### src/rtl/gate_tester_pkg.sv
// ---------------------------------------------------------------------------
// gate_tester_pkg
//   Shared types and constants for the 2-input gate tester controller.
//   - state_t  : controller state encoding
//   - SETTLE_W : width of the settle down-counter (SETTLE_CYCLES legal 0..15)
//   - TT_*     : expected truth tables, bit index = {a,b}
// ---------------------------------------------------------------------------
package gate_tester_pkg;

   localparam int unsigned SETTLE_W = 4;

   typedef enum logic [2:0] {
      IDLE,
      DRIVE,
      SETTLE,
      SAMPLE,
      DONE
   } state_t;

   localparam logic [3:0] TT_XOR  = 4'b0110;
   localparam logic [3:0] TT_NAND = 4'b0111;
   localparam logic [3:0] TT_NOR  = 4'b0001;
   localparam logic [3:0] TT_AND  = 4'b1000;

endpackage

### src/rtl/gate_tester_settle_cnt.sv
// ---------------------------------------------------------------------------
// gate_tester_settle_cnt
//   Loadable down-counter with a zero flag; times the SETTLE state.
//   Ports:
//     clk      in  clock, rising edge
//     rst      in  asynchronous active-high reset
//     load     in  load load_val (has priority over dec)
//     load_val in  value to load
//     dec      in  decrement by one, saturating at zero
//     zero     out counter equals zero
// ---------------------------------------------------------------------------
import gate_tester_pkg::*;

module gate_tester_settle_cnt (
   input  logic                clk,
   input  logic                rst,
   input  logic                load,
   input  logic [SETTLE_W-1:0] load_val,
   input  logic                dec,
   output logic                zero
);

   logic [SETTLE_W-1:0] cnt;

   always_ff @(posedge clk or posedge rst) begin
      if (rst) begin
         cnt <= '0;
      end else if (load) begin
         cnt <= load_val;
      end else if (dec && (cnt != '0)) begin
         cnt <= cnt - 1'b1;
      end
   end

   assign zero = (cnt == '0);

endmodule

### src/rtl/gate_tester_ctrl.sv
// ---------------------------------------------------------------------------
// gate_tester_ctrl
//   Sequencer that drives all four {a,b} vectors into a 2-input gate under
//   test, waits SETTLE_CYCLES after each, samples dut_y and compares it with
//   the truth table latched at start.
//   Parameters:
//     SETTLE_CYCLES  settle cycles between DRIVE and SAMPLE (0..15)
//   Ports:
//     clk, rst   clock / asynchronous active-high reset
//     start      run request, honoured only in IDLE
//     exp_tt     expected truth table, bit index {a,b}, latched at start
//     dut_y      gate output
//     tst_a/b    registered gate inputs
//     busy       high from the cycle after start acceptance through DONE
//     done       one-cycle completion pulse
//     pass       err_cnt == 0, held until next start
//     err_cnt    mismatching vector count, held
//     fail_vec   per-vector mismatch mask, held
//     obs_tt     (GATE_TESTER_OBS_EN only) observed dut_y per vector
//   Build option: define GATE_TESTER_OBS_EN to add obs_tt.
// ---------------------------------------------------------------------------
import gate_tester_pkg::*;

module gate_tester_ctrl #(
   parameter int unsigned SETTLE_CYCLES = 2
) (
   input  logic       clk,
   input  logic       rst,
   input  logic       start,
   input  logic [3:0] exp_tt,
   input  logic       dut_y,
   output logic       tst_a,
   output logic       tst_b,
   output logic       busy,
   output logic       done,
   output logic       pass,
   output logic [2:0] err_cnt,
   output logic [3:0] fail_vec
`ifdef GATE_TESTER_OBS_EN
   ,
   output logic [3:0] obs_tt
`endif
);

   // DRIVE loads SETTLE_CYCLES-1 so SETTLE lasts exactly SETTLE_CYCLES cycles
   // (the counter reads zero during the last SETTLE cycle).
   localparam logic [SETTLE_W-1:0] SETTLE_LOAD =
      (SETTLE_CYCLES == 0) ? '0 : SETTLE_W'(SETTLE_CYCLES - 1);

   state_t      state, next_state;
   logic [1:0]  v;
   logic [3:0]  exp_q;
   logic        cnt_load;
   logic        cnt_dec;
   logic        cnt_zero;
   logic        mism;
   logic [2:0]  err_nxt;

   gate_tester_settle_cnt u_settle_cnt (
      .clk      (clk),
      .rst      (rst),
      .load     (cnt_load),
      .load_val (SETTLE_LOAD),
      .dec      (cnt_dec),
      .zero     (cnt_zero)
   );

   // State register
   always_ff @(posedge clk or posedge rst) begin
      if (rst) begin
         state <= IDLE;
      end else begin
         state <= next_state;
      end
   end

   // Next-state logic
   always_comb begin
      next_state = state;
      unique case (state)
         IDLE:    if (start) next_state = DRIVE;
         DRIVE:   next_state = (SETTLE_CYCLES == 0) ? SAMPLE : SETTLE;
         SETTLE:  if (cnt_zero) next_state = SAMPLE;
         SAMPLE:  next_state = (v == 2'd3) ? DONE : DRIVE;
         DONE:    next_state = IDLE;
         default: next_state = IDLE;
      endcase
   end

   // State-decoded outputs
   always_comb begin
      busy     = (state != IDLE);
      done     = (state == DONE);
      cnt_load = (state == DRIVE);
      cnt_dec  = (state == SETTLE);
   end

   // Case inequality so an X/Z gate output is flagged as a mismatch.
   always_comb begin
      mism    = (dut_y !== exp_q[v]);
      err_nxt = err_cnt + {2'b00, mism};
   end

   // Datapath: vector index, gate drive and result registers.
   // tst_a/tst_b are loaded on the edge entering DRIVE so the gate sees the
   // new vector for the whole DRIVE/SETTLE/SAMPLE window; pass is computed
   // from err_nxt on the last sample so it is already valid during DONE.
   always_ff @(posedge clk or posedge rst) begin
      if (rst) begin
         exp_q    <= '0;
         v        <= '0;
         tst_a    <= 1'b0;
         tst_b    <= 1'b0;
         pass     <= 1'b0;
         err_cnt  <= '0;
         fail_vec <= '0;
`ifdef GATE_TESTER_OBS_EN
         obs_tt   <= '0;
`endif
      end else begin
         unique case (state)
            IDLE: begin
               if (start) begin
                  exp_q    <= exp_tt;
                  v        <= '0;
                  tst_a    <= 1'b0;
                  tst_b    <= 1'b0;
                  pass     <= 1'b0;
                  err_cnt  <= '0;
                  fail_vec <= '0;
`ifdef GATE_TESTER_OBS_EN
                  obs_tt   <= '0;
`endif
               end
            end
            SAMPLE: begin
               if (mism) begin
                  fail_vec[v] <= 1'b1;
               end
               err_cnt <= err_nxt;
`ifdef GATE_TESTER_OBS_EN
               obs_tt[v] <= dut_y;
`endif
               if (v == 2'd3) begin
                  tst_a <= 1'b0;
                  tst_b <= 1'b0;
                  pass  <= (err_nxt == '0);
               end else begin
                  v     <= v + 2'd1;
                  tst_a <= (v + 2'd1) >> 1;
                  tst_b <= v[0] ^ 1'b1;
               end
            end
            default: begin
            end
         endcase
      end
   end

endmodule

### config.mk
export PLATFORM = sky130hd
export DESIGN_NAME = gate_tester_ctrl
export DESIGN_NICKNAME = d
export VERILOG_FILES = /design/src/rtl/gate_tester_pkg.sv /design/src/rtl/gate_tester_settle_cnt.sv /design/src/rtl/gate_tester_ctrl.sv
export SDC_FILE = /design/constraint.sdc
export NUM_CORES = 1
export LEC_CHECK = 0
export ABC_CLOCK_PERIOD_IN_PS = 2150
export CAP_MARGIN = 20
export CORE_MARGIN = 8
export CORE_UTILIZATION = 46
export DETAILED_ROUTE_END_ITERATION = 10
export PLACE_DENSITY_LB_ADDON = 0.2
export SLEW_MARGIN = 20
export SYNTH_ARGS = -nofsm -noshare
export SYNTH_HDL_FRONTEND = slang
export SYNTH_SLANG_ARGS = --single-unit
### constraint.sdc
create_clock -name clk -period 2.15 [get_ports clk]
set_input_delay 0.43 -clock clk [delete_from_list [all_inputs] [get_ports clk]]
set_output_delay 0.43 -clock clk [all_outputs]
set_load 0.05 [all_outputs]
* After elaboration in Yosys (flattened, before gate mapping)
Cells that the tools add are included.
** Word-level totals
- Register bits :: 23
- Word-level logic and storage cells :: 67
** Operators by class
- $add $sub $neg :: 3
- Order comparisons :: 2
- Eq/ne operators :: 11
- Muxes and demuxes :: 25
- Bitwise operators :: 2
- Reductions and logical operators :: 15
** Operator list (count)
- two-way mux 4 bit :: 4
- two-way mux 3 bit :: 4
- one-hot mux 3 bit (4 select lines) :: 1
- inequality test 2 bit (second input constant) :: 5
- AND reduction 3 bit :: 3
- one-hot mux 4 bit (2 select lines) :: 1
- == test 3 x 2 -> 1 bit (second input constant) :: 2
- zero test 3 bit :: 2
- two-way mux 1 bit :: 6
- one-hot mux 1 bit (2 select lines) :: 3
- one-hot mux 3 bit (2 select lines) :: 1
- AND reduction 2 bit :: 3
- zero test 4 bit :: 1
- two-way mux 2 bit :: 2
- bitwise OR 4 bit :: 1
- one-hot mux 2 bit (2 select lines) :: 1
- nonzero test 2 bit :: 2
- nonzero test 4 bit :: 1
- subtractor 4 x 1 -> 4 bit (second input constant) :: 1
- adder 3 x 1 -> 3 bit :: 1
- == test 3 x 1 -> 1 bit (second input constant) :: 1
- == test 3 bit (second input constant) :: 1
- < comparator 2 x 3 -> 1 bit (second input constant) :: 1
- nonzero test 3 bit :: 1
- other kinds (8) :: 9

* Depth between registers and ports, before layout
Gate-level depths: netlist (run 1).
- Depth in word-level cells :: 7
- Depth in mapped cells :: 8

* By module
A second synthesis (run 1) with hierarchy kept.
** Second synthesis, totals
- Cells, all modules :: 122
- Area total of the unflattened synthesis :: 1243.7 µm²
** By module, submodules not included
- gate_tester_ctrl :: instances 1, cells an instance 94, area an instance 982.2 µm², seq. area each 475.5 µm²
- gate_tester_settle_cnt :: instances 1, cells an instance 28, area an instance 261.5 µm², seq. area each 100.1 µm²

* Worst setup path after synthesis (run 1)
OpenSTA, ideal clock, no wires.
- Path type :: register to register
- Start :: reg v[0]
- End :: reg pass
- Data arrival time :: 2130 ps
- Required time :: 2082 ps
- Setup slack :: -48 ps
- Stages on the path, launching flop included :: 8
- Buffers on the path :: 0
- Period minus slack after synthesis :: 2198 ps
- Cell sequence :: dfrtp_1 mux4_2 xnor2_1 inv_1 ha_1 ha_1 nor4_1 a32o_1
** On the way
- Cells in the longest elaborated chain, start to end :: 7
- Elaborated cells on any way between the ends :: 10
- Those cells by class :: 1 x add/sub; 3 x eq/ne; 4 x mux; 2 x reduce/logical
** Ends and longest elaborated chain
- from (decl) :: line gate_tester_ctrl.sv:51 : logic [1:0] v;
- from (signal assigned) :: line gate_tester_ctrl.sv:149 : v <= v + 2'd1;
- binary-select mux 1 bit (select 2 bit) :: line gate_tester_ctrl.sv:100 : mism = (dut_y !== exp_q[v]);
- two-way mux 1 bit (implied by the code) :: line gate_tester_ctrl.sv:100
- case inequality test 1 bit :: line gate_tester_ctrl.sv:100
- adder 3 x 1 -> 3 bit :: line gate_tester_ctrl.sv:101 : err_nxt = err_cnt + {2'b00, mism};
- zero test 3 bit :: line gate_tester_ctrl.sv:147 : pass <= (err_nxt == '0);
- two-way mux 1 bit :: line gate_tester_ctrl.sv:144 : if (v == 2'd3) begin
- one-hot mux 1 bit (2 select lines) :: line gate_tester_ctrl.sv:121 : unique case (state)
- to (signal assigned) :: line gate_tester_ctrl.sv:147
- to (decl) :: line gate_tester_ctrl.sv:36 : output logic pass,
Parallel ways exist; a longest one is shown, timed or not. The select of a mux whose other input is x is not followed.
A chain may end at the register's enable or synchronous reset.

* Worst setup path in the final report (run 1)
Same ends and word-level chain as after synthesis.

==> run summary, run 1 <==
For this run, the leading register cell type out of synthesis is dfrtp_1. The total number of H-tree levels came out at 1. The maximum fanout encountered on the critical timing path came out at 3. The worst-margin pin slew came out at about 0.66 ns. The summed instance area of the synthesized netlist is 1190 µm².

The net count of the mapped netlist came out at about 140. The number of enable-type register cells in the synthesized netlist came out at 0. The fraction of the cycle the final worst path needs came out at a little over nine tenths.

For this configuration, the core starts out at a cell density of 48.1%. After detailed routing, the average wire length per cell comes to roughly 15 µm. The time the worst path needs with I/O delays and setup is ~2.1 ns. The count of vias placed by the detailed router is around 940.

The number of iterations in the first detailed-routing pass is 4. The finished layout holds around 170 standard cells, fillers aside. The die extent in y came out at ~67 µm.

The critical path in this run is classified as reg2reg. The number of endpoints failing setup at the final stage is 0. The count of yosys warnings during synthesis came out at 0. The number of synthesized register bits came out at 23. The top cell types in the final layout, fill and taps aside, are nand2_1, dfrtp_1, clkdlybuf4s50_1. The cell type contributing the most total cell area after synthesis is dfrtp_1. The antenna violation net count after detailed routing is 0. The core region area is between 2000 and 2500 µm². The most common cell after layout, fill and taps aside is nand2_1. The cell count after synthesis is 123.

The average vias per placed instance came out at between 5 and 6. At the worst endpoint, the arrival time is approximately 2.3 ns. The area fraction of the dominant cell type after synthesis is around half.

Power comes to 2.36 mW. The number of placed instances with taps included is 170. The tool flagged a number of max-cap violations equal to 0. The remaining global-route overflow is 0. The number of fill cells came out at about 230. The CTS tree is yes. The quantity of I/O buffers inserted on ports came out at 19. The DRC marker count from the first detailed-route iteration came out at 43. The area of the die came out at approximately 4500 µm². The critical path required time is between 2 and 2.5 ns.

Setup repair after global routing could not meet its margin everywhere. The later-pin clock latency in the skew report came out at just over 0.3 ns. The finished cells cover between 1000 and 1500 µm². The post-layout net count came out at between 150 and 200.

The met3 layer usage reported by global route is under 10%. The met2 track demand over resource in global routing is a little over a fifth. The total wire length after detailed routing is approximately 2600 µm. The worst voltage drop across the vdd grid is about 0.00082 V. The first global-routing pass estimated 4480 µm of wire. The tree is rooted in a clkbuf_4. The class of the worst hold path is in2async. The initial antenna violation count came to 0.

The number of I/O pins came out at 20. The number of pins exceeding their max-slew limit in the final report came out at 0. The placement row count came out at 18. The global routing stage identified its most utilized layer as met2. The power density relative to cell area is around 1600 nW/µm². The fraction of the yosys area taken by sequential cells came out at between 40% and 50%. The clock-pin slew on the worst setup and hold paths is 0.12 ns. The total global-route track usage came out at about an eighth. The flow ran to the end, and the final reports show no timing, DRC or antenna violations. The post-route netlist has 11.8% of its cells at a drive strength greater than 1. A synthesized cell averages 9.69 µm². The number of clock buffers inserted by TritonCTS came out at 3. The met1 track utilization from global routing is between 10% and 20%. The async set or reset register ratio after synthesis came out at 100%. Measured along the x axis, the die boundary spans 66.9 µm.

In the post-synthesis netlist, the biggest area contributors are dfrtp_1, nand2_1, ha_1, o21ai_0, inv_1. The post-route worst hold slack came out at between 0.4 and 0.5 ns. The growth of design area from synthesis to finish came out at 25.4%.

The number of distinct library cells after synthesis is 35. The leakage power came out at slightly above 0.7 nW. The worst setup path is launched from a flop.

The remaining design rule violation count came out at 0. The headroom to the max-slew limit is 55.7%. The placed wire-length estimate came out at around 1800 µm.

The accumulated negative setup slack came out at 0 ns. In this run the cell area measured after placement is around 1400 µm². The clock passes through at most 2 buffers. After clock tree synthesis, the setup repair step added 0 buffers. The number of sinks driven by the clock tree came out at 23. The routability-driven placement congestion ratio is just under 0.9. The number of antenna cells inserted came out at 0. The number of endpoints with negative hold slack in the final report came out at 0. The clock arrives with 0.00213 ns of skew. The via count of the first global-routing pass is around 1,000. The largest net degree at the start of global routing is 24. The kind of capture point of the worst setup path is a flop. The highest clock frequency the design can meet is about 480 MHz.
-- per-layer routing --
layer | up-vias | wire length, µm
met5 | - | 0
met3 | 4 | 142
li1 | 453 | -
met1 | 463 | 1150
met2 | 15 | 1230
met4 | 0 | 40
-- critical path, stage by stage (launching register included) --
cell	delay, ns
dfrtp_1	0.39
mux4_2	0.53
xnor2_2	0.18
inv_1	0.07
ha_1	0.20
ha_4	0.19
xor2_4	0.16
nor4_4	0.05
a32o_1	0.21
-- synth_stat cells, types with 2 or more instances --
master,count
o21ai_0,6
o21ai_1,2
ha_1,8
a21oi_1,4
xnor2_1,2
buf_2,2
nor3_1,3
nand3_1,3
or4_1,2
or3b_1,2
or3_1,3
inv_1,8
nor3b_1,3
nand2_1,28
clkbuf_1,3
nor2_1,3
dfrtp_1,23
-- cells by family (layout without fill, tap and decap cells) --
| group | count (synthesis) | count (layout) | share of synthesized area [%] |
|---|---|---|---|
| flops | 23 | 23 | 48.3 |
| compound gates | 17 | 17 | 8.61 |
| fa+ha+maj | 8 | 8 | 8.39 |
| buf+inv | 15 | 36 | 5.88 |
| xor+xnor | 3 | 3 | 2.20 |
| mux | 3 | 3 | 3.67 |
| simple gates | 54 | 54 | 23.0 |
-- through the flow --
step | util, % | worst slack, ns
after floorplan | - | 0.0167
after global placement | 57.3 | 0.0612
after detailed placement | 57.3 | 0.0175
after CTS | 58.4 | 0.0145
after global routing | 60.4 | -0.0175
final | 60.4 | 0.0769
-- report_power, final --
part,internal (mW),total (mW),switching [mW]
clock network,0.0724,0.201,0.129
logic,0.561,1.38,0.819
registers,0.608,0.777,0.169
total,1.24,2.36,1.12
-- final cells by class --
class	instances	area (µm²)	share of cell area, %
well taps	30	37.5	2.51
repair buffers	24	225	15.1
clock buffers	4	26.3	1.76
multi-input cells	85	601	40.2
flip-flops and latches	23	576	38.5
inverters	8	30.0	2.01
-- sequential cells by signal, summed over array words and instances, names as in the netlist --
signal / flops
tst_b: 1
pass: 1
tst_a: 1
fail_vec: 4
state: 3
v: 2
u_settle_cnt.cnt: 4
exp_q: 4
err_cnt: 3
-- final timing paths --
check,start,endpoint,slack [ns],depth (start not counted)
setup / recovery,v[0],pass,0.08,8
max in group asynchronous,rst,exp_q[3],1.48,3
min in group clk,fail_vec[2],fail_vec[2],0.50,2
setup reg to reg,v[0],pass,0.08,8
hold / removal,rst,fail_vec[0],0.45,3
hold reg to reg,fail_vec[2],fail_vec[2],0.50,2
-- timing repair --
action,CTS,global route
setup endpoints to repair,0,1
hold buffers,0,0
resized for setup,0,7
(Power assumes the default switching activity.)
==> run 2, diff against run 1 <==
CAP_MARGIN = not set   (was 20)
==> results of run 2 <==
The final DEF is identical to that of run 1; final timing and power are the same.
